**config.mk**
```make
export PLATFORM = sky130hd
export DESIGN_NAME = klein_cbc
export DESIGN_NICKNAME = d
export VERILOG_FILES = /design/src/rtl/klein_cbc.sv
export SDC_FILE = /design/constraint.sdc
export NUM_CORES = 1
export LEC_CHECK = 0
export BUFFER_PORTS_ARGS = -buffer_cell sky130_fd_sc_hd__buf_2
export CORE_AREA = 4 4 193 195
export CTS_BUF_LIST = sky130_fd_sc_hd__clkbuf_16
export CTS_CLUSTER_DIAMETER = 200
export CTS_CLUSTER_SIZE = 8
export DETAILED_ROUTE_END_ITERATION = 12
export DIE_AREA = 0 0 197 199
export PLACE_DENSITY_LB_ADDON = 0.05
export RECOVER_POWER = 50
export SYNTH_ARGS = -nofsm -noshare
export SYNTH_HDL_FRONTEND = slang
export SYNTH_SLANG_ARGS = --single-unit
```
**constraint.sdc**
```tcl
create_clock -name iclk -period 1.65 [get_ports iclk]
set_input_delay 0.165 -clock iclk [delete_from_list [all_inputs] [get_ports iclk]]
set_output_delay 0.165 -clock iclk [all_outputs]
set_load 0.05 [all_outputs]
```
**src/rtl/klein_cbc.sv**
```systemverilog
// CBC chaining wrapper around a KLEIN block-cipher core using an init/next handshake.
// Define KLEIN_CBC_CNT_EN to add the oblk_count completed-block counter output.
module klein_cbc #(
  parameter logic [63:0] CHAIN_RESET = 64'h0,
  parameter int unsigned TIMEOUT     = 1023
) (
  input  logic        iclk,
  input  logic        ireset_n,
  input  logic        istart,
  input  logic        iencdec,
  input  logic [63:0] ikey,
  input  logic [63:0] iiv,
  input  logic        in_valid,
  input  logic [63:0] in_data,
  output logic        in_ready,
  output logic        out_valid,
  output logic [63:0] out_data,
  input  logic        out_ready,
  output logic        obusy,
  output logic        oerror,
  output logic        core_iencdec,
  output logic        core_iinit,
  output logic        core_inext,
  output logic [63:0] core_ikey,
  output logic [63:0] core_iblock,
  input  logic        core_oready,
  input  logic        core_ovalid,
  input  logic [63:0] core_oblock
`ifdef KLEIN_CBC_CNT_EN
  ,
  output logic [31:0] oblk_count
`endif
);

  localparam logic [3:0] S_IDLE  = 4'd0;
  localparam logic [3:0] S_KINIT = 4'd1;
  localparam logic [3:0] S_KLO   = 4'd2;
  localparam logic [3:0] S_KHI   = 4'd3;
  localparam logic [3:0] S_READY = 4'd4;
  localparam logic [3:0] S_NEXT  = 4'd5;
  localparam logic [3:0] S_NLO   = 4'd6;
  localparam logic [3:0] S_NHI   = 4'd7;
  localparam logic [3:0] S_OUT   = 4'd8;

  localparam logic [31:0] TMO_LAST = TIMEOUT - 1;

  logic [3:0]  state_q, state_d;
  logic [63:0] chain_q, chain_d;
  logic [63:0] blk_q, blk_d;
  logic [63:0] cbuf_q, cbuf_d;
  logic [63:0] key_q, key_d;
  logic        mode_q, mode_d;
  logic [63:0] out_data_q, out_data_d;
  logic        out_valid_q, out_valid_d;
  logic        oerror_q, oerror_d;
  logic [31:0] tmo_q, tmo_d;

  logic start_ok;
  logic wait_st;
  logic tmo_hit;

  assign start_ok = istart && (state_q == S_IDLE || state_q == S_READY);
  assign wait_st  = (state_q == S_KLO) || (state_q == S_KHI) ||
                    (state_q == S_NLO) || (state_q == S_NHI);
  assign tmo_hit  = (TIMEOUT != 0) && wait_st && (tmo_q == TMO_LAST);

  always_comb begin
    state_d     = state_q;
    chain_d     = chain_q;
    blk_d       = blk_q;
    cbuf_d      = cbuf_q;
    key_d       = key_q;
    mode_d      = mode_q;
    out_data_d  = out_data_q;
    out_valid_d = out_valid_q;
    oerror_d    = oerror_q;
    tmo_d       = '0;
    if (start_ok) begin
      key_d    = ikey;
      mode_d   = iencdec;
      chain_d  = iiv;
      oerror_d = 1'b0;
      state_d  = S_KINIT;
    end else begin
      case (state_q)
        S_KINIT: state_d = S_KLO;
        S_KLO:   if (!core_oready) state_d = S_KHI;
        S_KHI:   if (core_oready) state_d = S_READY;
        S_READY: if (in_valid) begin
          // Decrypt keeps the ciphertext: it becomes the next chaining value.
          blk_d   = mode_q ? (in_data ^ chain_q) : in_data;
          if (!mode_q) cbuf_d = in_data;
          state_d = S_NEXT;
        end
        S_NEXT:  state_d = S_NLO;
        S_NLO:   if (!core_oready) state_d = S_NHI;
        S_NHI:   if (core_oready && core_ovalid) begin
          out_data_d  = mode_q ? core_oblock : (core_oblock ^ chain_q);
          chain_d     = mode_q ? core_oblock : cbuf_q;
          out_valid_d = 1'b1;
          state_d     = S_OUT;
        end
        S_OUT:   if (out_ready) begin
          out_valid_d = 1'b0;
          state_d     = S_READY;
        end
        default: state_d = S_IDLE;
      endcase
      // A legitimate exit on the final allowed cycle takes priority over the timeout.
      if (tmo_hit && (state_d == state_q)) begin
        oerror_d    = 1'b1;
        out_valid_d = 1'b0;
        state_d     = S_IDLE;
      end
    end
    if ((TIMEOUT != 0) && wait_st && (state_d == state_q)) tmo_d = tmo_q + 32'd1;
  end

  always_ff @(posedge iclk or negedge ireset_n) begin
    if (!ireset_n) begin
      state_q     <= S_IDLE;
      chain_q     <= CHAIN_RESET;
      blk_q       <= '0;
      cbuf_q      <= '0;
      key_q       <= '0;
      mode_q      <= 1'b0;
      out_data_q  <= '0;
      out_valid_q <= 1'b0;
      oerror_q    <= 1'b0;
      tmo_q       <= '0;
    end else begin
      state_q     <= state_d;
      chain_q     <= chain_d;
      blk_q       <= blk_d;
      cbuf_q      <= cbuf_d;
      key_q       <= key_d;
      mode_q      <= mode_d;
      out_data_q  <= out_data_d;
      out_valid_q <= out_valid_d;
      oerror_q    <= oerror_d;
      tmo_q       <= tmo_d;
    end
  end

  assign in_ready     = (state_q == S_READY) && !istart;
  assign out_valid    = out_valid_q;
  assign out_data     = out_data_q;
  assign obusy        = (state_q != S_IDLE) && (state_q != S_READY);
  assign oerror       = oerror_q;
  assign core_iencdec = mode_q;
  assign core_iinit   = (state_q == S_KINIT);
  assign core_inext   = (state_q == S_NEXT);
  assign core_ikey    = key_q;
  assign core_iblock  = blk_q;

`ifdef KLEIN_CBC_CNT_EN
  logic [31:0] cnt_q;

  always_ff @(posedge iclk or negedge ireset_n) begin
    if (!ireset_n)                          cnt_q <= '0;
    else if (start_ok)                      cnt_q <= '0;
    else if (state_q == S_OUT && out_ready) cnt_q <= cnt_q + 32'd1;
  end

  assign oblk_count = cnt_q;
`endif

endmodule

```
==> flow_summary_export.csv, run 1 <==
group,metric,value,unit
detailed_routing,drcViolationCount,0,
synth,synth_seq_cells,359,
die,chipWidth,197,µm
critical_path,timing_worst_setup_path_type,"register to register",
cts,clk_pin_slew_worst_paths,0.05,ns
power_and_ir_drop,p_total,48.1,mW
die,num_io_pins,463,
final_layout,multi_input_area,0.00748,mm²
min_path,hp-class,"input pin to register",
final_layout,post_route_cells_drive_above_1_share,0.320,
synth,synth.yosys.seq_area_share,0.534,
detailed_routing,dr.first_iter.drc_count,795,
cts,clock_path_buffers,3,
timing,worst_hold_slack,0.0287,ns
timing,achievable-frequency,524,MHz
timing,unrepaired_setup_endpoints_after_global_routing,"true",
detailed_routing,avgViaCountPerCell,5.25,
timing,min_period,1.91,ns
detailed_routing,avgRoutedWirePerCell,20.0,µm
placed_design,final_wtd_congestion,0.835,
cts,cts_made_buffers,50,
timing,timing.final.ws_setup,-0.260,ns
die,effective_utilization_at_floorplan,0.475,
critical_path,start_kind,"register",
synth,synth_xor_xnor_area_share,0.0823,
synth,synth_area_in_compound_gates,0.0815,
job,timing.max_cap.violations,0,
timing,post_route_clock_period_utilization,1.16,
synth,synth_warn,0,
detailed_routing,met1_length,23300,µm
critical_path,critPathRequiredTime,2.06,ns
global_routing,grtUsageTotal,0.271,
detailed_routing,drt-pass1-iter-count,7,
global_routing,grt.overflow.total,0,
timing,worstMarginPinSlew,1.25,ns
final_layout,mostFrequentLayoutCells,"buf_2 (458), dfrtp_1 (358), nand2_1 (341)",
synth,syn_area_per_cell,10.2,µm²
cts,worst_skew_pair.late_latency,0.54,ns
die,placeableCoreArea,0.0354,mm²
synth,ys_dominant_reg_cell,"dfrtp_1",
timing,timing.clock.skew,0.00956,ns
synth,largest_family_of_logic_cells_by_synthesized_area,"simple AND/OR/NAND/NOR gates",
critical_path,end_kind,"register",
timing,maxSlewViolCount,0,
power_and_ir_drop,p_leak,12.2,nW
synth,mappedNetlistArea,0.0168,mm²
final_layout,final_common_cell,"buf_2",
detailed_routing,detailed_route_wirelength_on_metal3,4350,µm
status,status,"complete, but fails checks",
final_layout,filler_cells_inserted,2531,
detailed_routing,top_layer,"met4",
synth,syn_inst,1641,
critical_path,rrSetupSlack,-0.26,ns
critical_path,cp.arrival,2.32,ns
global_routing,grt_first_pass_wirelength,85400,µm
detailed_routing,total_number_of_vias,15349,
critical_path,worstPathMaxFanout,33,
final_layout,layout-area-overhead-vs-synth,50.7,%
final_layout,fin_nets,2724,
synth,yosys.area_share.simple,0.170,
placed_design,place.port_buffers,462,
cts,cts-root-buf,"clkbuf_16",
die,std_cell_rows,69,
power_and_ir_drop,peakVddDrop,1.47,mV
timing,timing.slew.headroom,0.169,
cts,htree_levels,2,
timing,timing.final.hold_violations,0,
synth,synth_edf_count,0,
cts,clock_sink_count,359,
synth,synth_fp_nets,1907,
synth,yosys.area_share.adder,0.00149,
timing,setup_viol,232,
synth,synth_cell_type_count,42,
status,violations,"negative setup slack",
global_routing,number_of_global_route_vias_before_repair,15707,
detailed_routing,wl_met2,28600,µm
global_routing,grt_start_max_net_pins,65,
synth,synth_async_sr_flop_share,1.00,
cts,clock_tree_from_tritoncts,"built",
final_layout,layout.area.seq,0.00899,mm²
die,chipHeight,199,µm
global_routing,initial_antenna_violation_count,1,
detailed_routing,postRouteAntennaNets,0,
die,dieArea,0.0392,mm²
synth,synthMuxAreaShare,0.0943,
power_and_ir_drop,power_per_cell_area,1900,mW/mm²
placed_design,place_hpwl,35400,µm
detailed_routing,routed_wirelength,58600,µm
-- synth_stat cells, types with 7 or more instances --
cell / number / area, µm²
nand4_1: 11 / 68.8
a21oi_1: 86 / 430
a221o_1: 42 / 420
mux2i_1: 64 / 641
nand3_1: 18 / 90.1
xor2_1: 87 / 762
xnor2_1: 71 / 622
o21ai_1: 17 / 85.1
nor2b_1: 66 / 413
mux2_4: 60 / 901
nor2_1: 174 / 653
buf_12: 7 / 140
nand2_1: 355 / 1330
clkbuf_1: 37 / 139
o21ai_0: 74 / 370
buf_2: 48 / 240
dfrtp_1: 359 / 8980
-- per-layer routing --
layer / global-route usage / vias to the layer above
li1: - / 7062
met1: 0.350 / 7455
met2: 0.449 / 692
met3: 0.0572 / 140
met4: 0.113 / 0
met5: 0 / -
-- final timing paths --
kind / cells after the start / start / end
min in group asynchronous: 2 / ireset_n / core_iblock[47]
worst max-delay path: 5 / state_q[0] / cbuf_q[30]
worst max register to register: 5 / state_q[0] / cbuf_q[30]
worst min-delay path: 3 / core_oblock[2] / out_data[2]
max in group asynchronous: 3 / ireset_n / core_iblock[14]
worst min register to register: 2 / out_data[44] / out_data[44]
-- cells by family after synthesis --
kind of cell    after synthesis
flops                       359
simple gates                659
compound gates              228
xor+xnor                    158
fa+ha+maj                     2
mux                         128
buf+inv                     107
-- sequential cells by signal (all words and copies together) (netlist names) --
signal and flops:
chain_q 64, out_valid 1, core_ikey 64, tmo_q 32, cbuf_q 64, oerror 1
core_iencdec 1, core_iblock 64, state_q 4, out_data 64
-- area by class of cell --
class                   instances  area share
flip-flops and latches        359       0.355
clock inverters                 2    0.000296
multi-input cells            1175       0.295
diodes                          1   0.0000987
inverters                       6    0.000889
repair buffers                866       0.274
clock buffers                  53      0.0523
well taps                     461      0.0228
-- critical path, stage by stage, from the launching register on --
cell and delay [ns]:
dfrtp_1 0.41, nor4_4 0.32, and2_4 0.20, and2b_4 0.20, buf_16 0.24, mux2_4 0.34
-- report_power, final --
part | switching, mW | internal, mW | total, mW | leakage, nW
clock network | 3.56 | 5.56 | 9.13 | 0.664
logic | 15.6 | 8.25 | 23.9 | 7.02
registers | 2.50 | 12.6 | 15.1 | 4.52
total | 21.7 | 26.4 | 48.1 | 12.2
-- through the flow --
stage | std cells | area, µm² | setup TNS [ns] | utilization | setup slack [ns]
final | 2923 | 25300 | -33.36 | 0.716 | -0.260
after global routing | 2923 | 25300 | -58.66 | 0.716 | -0.334
after CTS | 2884 | 24500 | -22.32 | 0.692 | -0.201
after detailed placement | 2566 | 20300 | -25.32 | 0.572 | -0.261
after global placement | 2566 | 20300 | -17.30 | 0.572 | -0.164
after floorplan | 1641 | 16900 | -63.65 | - | -0.636
-- timing repair --
item	4_1_cts	5_1_grt
pin swaps	4	20
hold buffers	255	0
setup buffers	3	16
gates resized for setup	37	109
cloned	6	22
endpoints found under the hold margin	646	0
endpoints found under the setup margin	280	307
(Power assumes the default switching activity.)
==> run 2: changes to the inputs <==
--- a/config.mk
+++ b/config.mk
@@ -5,6 +5,7 @@
 export SDC_FILE = /design/constraint.sdc
 export NUM_CORES = 1
 export LEC_CHECK = 0
+export ABC_AREA = 1
 export BUFFER_PORTS_ARGS = -buffer_cell sky130_fd_sc_hd__buf_2
 export CORE_AREA = 4 4 193 195
 export CTS_BUF_LIST = sky130_fd_sc_hd__clkbuf_16
@@ -12,6 +13,7 @@
 export CTS_CLUSTER_SIZE = 8
 export DETAILED_ROUTE_END_ITERATION = 12
 export DIE_AREA = 0 0 197 199
+export GPL_ROUTABILITY_DRIVEN = 0
 export PLACE_DENSITY_LB_ADDON = 0.05
 export RECOVER_POWER = 50
 export SYNTH_ARGS = -nofsm -noshare
==> run 2 against run 1 <==
Effect of this change: the run still ends with negative setup slack left; flip-flop and latch count did not move; count of clock-buffer cells in the layout shrank 3; non-clock buffer count rose by 100; final area grew 11%; die area stayed put; power grew 7.3%; sequential share of layout area decreased by 3.5 points; final cell count up 13%; routed wire length rose by 21%; combinational power is 15% higher; hold slack improved by 0.055 ns; largest cell class unchanged.
==> flow_summary_export.csv, run 2 <==
group,metric,value,unit
synth,syn_area_per_cell,8.86,µm²
timing,unrepaired_setup_endpoints_after_global_routing,"true",
synth,syn_inst,1909,
status,status,"complete, but fails checks",
placed_design,detailed_place.area,0.0210,mm²
die,dieArea,0.0392,mm²
timing,timing.final.hold_violations,0,
critical_path,timing_worst_setup_path_type,"register to register",
timing,timing.slew.headroom,0.235,
die,effective_utilization_at_floorplan,0.478,
die,std_cell_rows,69,
timing,timing.clock.skew,0.0209,ns
placed_design,pre_cts_ws,-0.200,ns
global_routing,grt_start_max_net_pins,85,
cts,cts-root-buf,"clkbuf_16",
detailed_routing,avgRoutedWirePerCell,21.5,µm
final_layout,mostFrequentLayoutCells,"nand2_1 (544), buf_2 (456), dfrtp_1 (355)",
die,placeableCoreArea,0.0354,mm²
critical_path,critPathRequiredTime,2.13,ns
cts,cts_made_buffers,50,
critical_path,timing.critical_path.cells,"nor2_4, buf_6, nand3_4, o21ai_4, nor2_4, nor2_4, nand2_4, nand2_4, nand2_4, nand2_4, nand3_4, buf_12, nor2_4",
detailed_routing,total_number_of_vias,17756,
timing,final.setup.tns,-44.08,ns
critical_path,cp.arrival,2.41,ns
global_routing,number_of_global_route_vias_before_repair,17506,
placed_design,dp.cells,2880,
synth,synth_fp_nets,2175,
final_layout,final_design_area_no_fill,0.0282,mm²
cts,worst_skew_pair.late_latency,0.57,ns
detailed_routing,avgViaCountPerCell,5.39,
critical_path,rrSetupSlack,-0.28,ns
placed_design,place_hpwl,37600,µm
synth,synth_cell_type_count,35,
status,violations,"negative setup slack",
synth,mappedNetlistArea,0.0169,mm²
detailed_routing,routed_wirelength,70800,µm
global_routing,initial_antenna_violation_count,1,
power_and_ir_drop,p_leak,14.0,nW
power_and_ir_drop,p_total,51.6,mW
critical_path,worstPathMaxFanout,9,
final_layout,fin_util,0.795,
timing,setup_viol,312,
synth,synth_async_sr_flop_share,1.00,
detailed_routing,postRouteAntennaNets,0,
critical_path,crit_slowest_cell,"dfrtp_2",
timing,achievable-frequency,519,MHz
cts,clock_tree_from_tritoncts,"built",
die,num_io_pins,463,
synth,ys_dominant_reg_cell,"dfrtp_1",
power_and_ir_drop,power_per_cell_area,1830,mW/mm²
detailed_routing,drt-pass1-iter-count,6,
timing,timing.final.ws_setup,-0.278,ns
global_routing,grt_first_pass_wirelength,94100,µm
critical_path,cp.buffers_inverters,2,
synth,top_count_cell_post_synth,"nand2_1",
cts,clock_sink_count,359,
timing,post_route_clock_period_utilization,1.17,
die,chipHeight,199,µm
synth,synth_seq_cells,359,
timing,maxSlewViolCount,0,
detailed_routing,dr.first_iter.drc_count,1360,
synth,netlist_top_cells_area,"dfrtp_1 (53%), nand2_1 (15%), xor2_1 (7.8%), o21ai_0 (4.8%), nor2_1 (2.2%)",
final_layout,layout-area-overhead-vs-synth,66.5,%
final_layout,post_route_cells_drive_above_1_share,0.390,
cts,clk_pin_slew_worst_paths,0.05,ns
synth,synth_top_cell_area_share,0.531,
critical_path,timing.critical_path.slowest_cell_delay,0.44,ns
power_and_ir_drop,peakVddDrop,2.08,mV
final_layout,final_common_cell,"nand2_1",
min_path,hp-class,"input pin to register",
cts,clock_path_buffers,3,
synth,synth.yosys.seq_area_share,0.531,
cts,htree_levels,2,
die,chipWidth,197,µm
synth,synth_edf_count,0,
critical_path,path_delay_family,"simple AND/OR/NAND/NOR gates",
timing,worst_hold_slack,0.0837,ns
timing,min_period,1.93,ns
placed_design,place.port_buffers,462,
job,timing.max_cap.violations,0,
detailed_routing,drcViolationCount,0,
global_routing,grt.overflow.total,0,
final_layout,fin_cells,3294,
synth,synth_top_area_cell,"dfrtp_1",
critical_path,end_kind,"register",
global_routing,grtUsageTotal,0.301,
critical_path,start_kind,"register",
synth,synth.top_cells.by_count,"nand2_1 (671), dfrtp_1 (359), o21ai_0 (162)",
final_layout,fin_nets,3091,
synth,synth_warn,0,
timing,worstMarginPinSlew,1.15,ns
==> run 2: changes by cell type after synthesis, sizes merged, moves of 42 or more <==
cell | previous run | this run
nand2 | 355 | 678
o21ai | 91 | 175
inv | 6 | 76
nor2b | 66 | 0
xnor2 | 71 | 8
xor2 | 87 | 150
mux2i | 64 | 9
a21oi | 86 | 32
clkbuf | 37 | 90
buf | 64 | 14
a221o | 42 | 0
==> run 2: path summary, 6_finish.rpt <==
check	start	to	cells past startpoint
max	state_q[1]	tmo_q[27]	13
min in group asynchronous	ireset_n	core_iblock[12]	2
min reg2reg	core_ikey[56]	core_ikey[56]	2
min	core_ovalid	state_q[2]	4
max in group asynchronous	ireset_n	core_iblock[18]	4
max reg2reg	state_q[1]	tmo_q[27]	13
==> run 2: layer usage <==
layer	up-vias	routed length, µm	GRT usage
li1	7958	-	-
met1	8575	26800	0.386
met2	983	34800	0.511
met3	240	5760	0.0554
met4	0	3420	0.120
met5	-	0	0
==> run 2: report_power, final <==
group / leakage, nW / switching (mW) / internal [mW]
clock: 0.653 / 3.71 / 5.32
sequential: 4.50 / 2.72 / 12.4
combinational: 8.80 / 18.2 / 9.32
total: 14.0 / 24.6 / 27.0
==> run 2: what timing repair did <==
action / CTS / global route
hold buffers: 260 / 0
setup endpoints to repair: 243 / 314
cloned: 16 / 38
setup buffers: 25 / 18
resized for setup: 106 / 406
endpoints found under the hold margin: 621 / 0
pin swaps: 8 / 45
==> run 2: layout make-up <==
class / count / area (µm²)
antenna: 3 / 7.51
clock buffer: 50 / 1250
clock inverter: 7 / 48.8
fill: 2183 / 7240
inverter: 76 / 344
multi-input combinational: 1370 / 8500
sequential: 359 / 8990
tap: 461 / 577
timing repair buffer: 966 / 8410
timing repair inverter: 2 / 27.5
==> run 2: cell families after synthesis <==
kind of cell | Yosys count | synth area share
compound gates | 260 | 0.0844
xor+xnor | 158 | 0.0818
fa+ha+maj | 2 | 0.00148
buf+inv | 180 | 0.0435
flops | 359 | 0.531
mux | 43 | 0.0280
simple gates | 907 | 0.230
==> run 2: tightest hold or removal path, delay by kind of cell <==
family	cells	cell delay (ns)
AND/OR/NAND/NOR	1	0.08
AO/OA/AOI/OAI	2	0.27
buffers and inverters	1	0.08
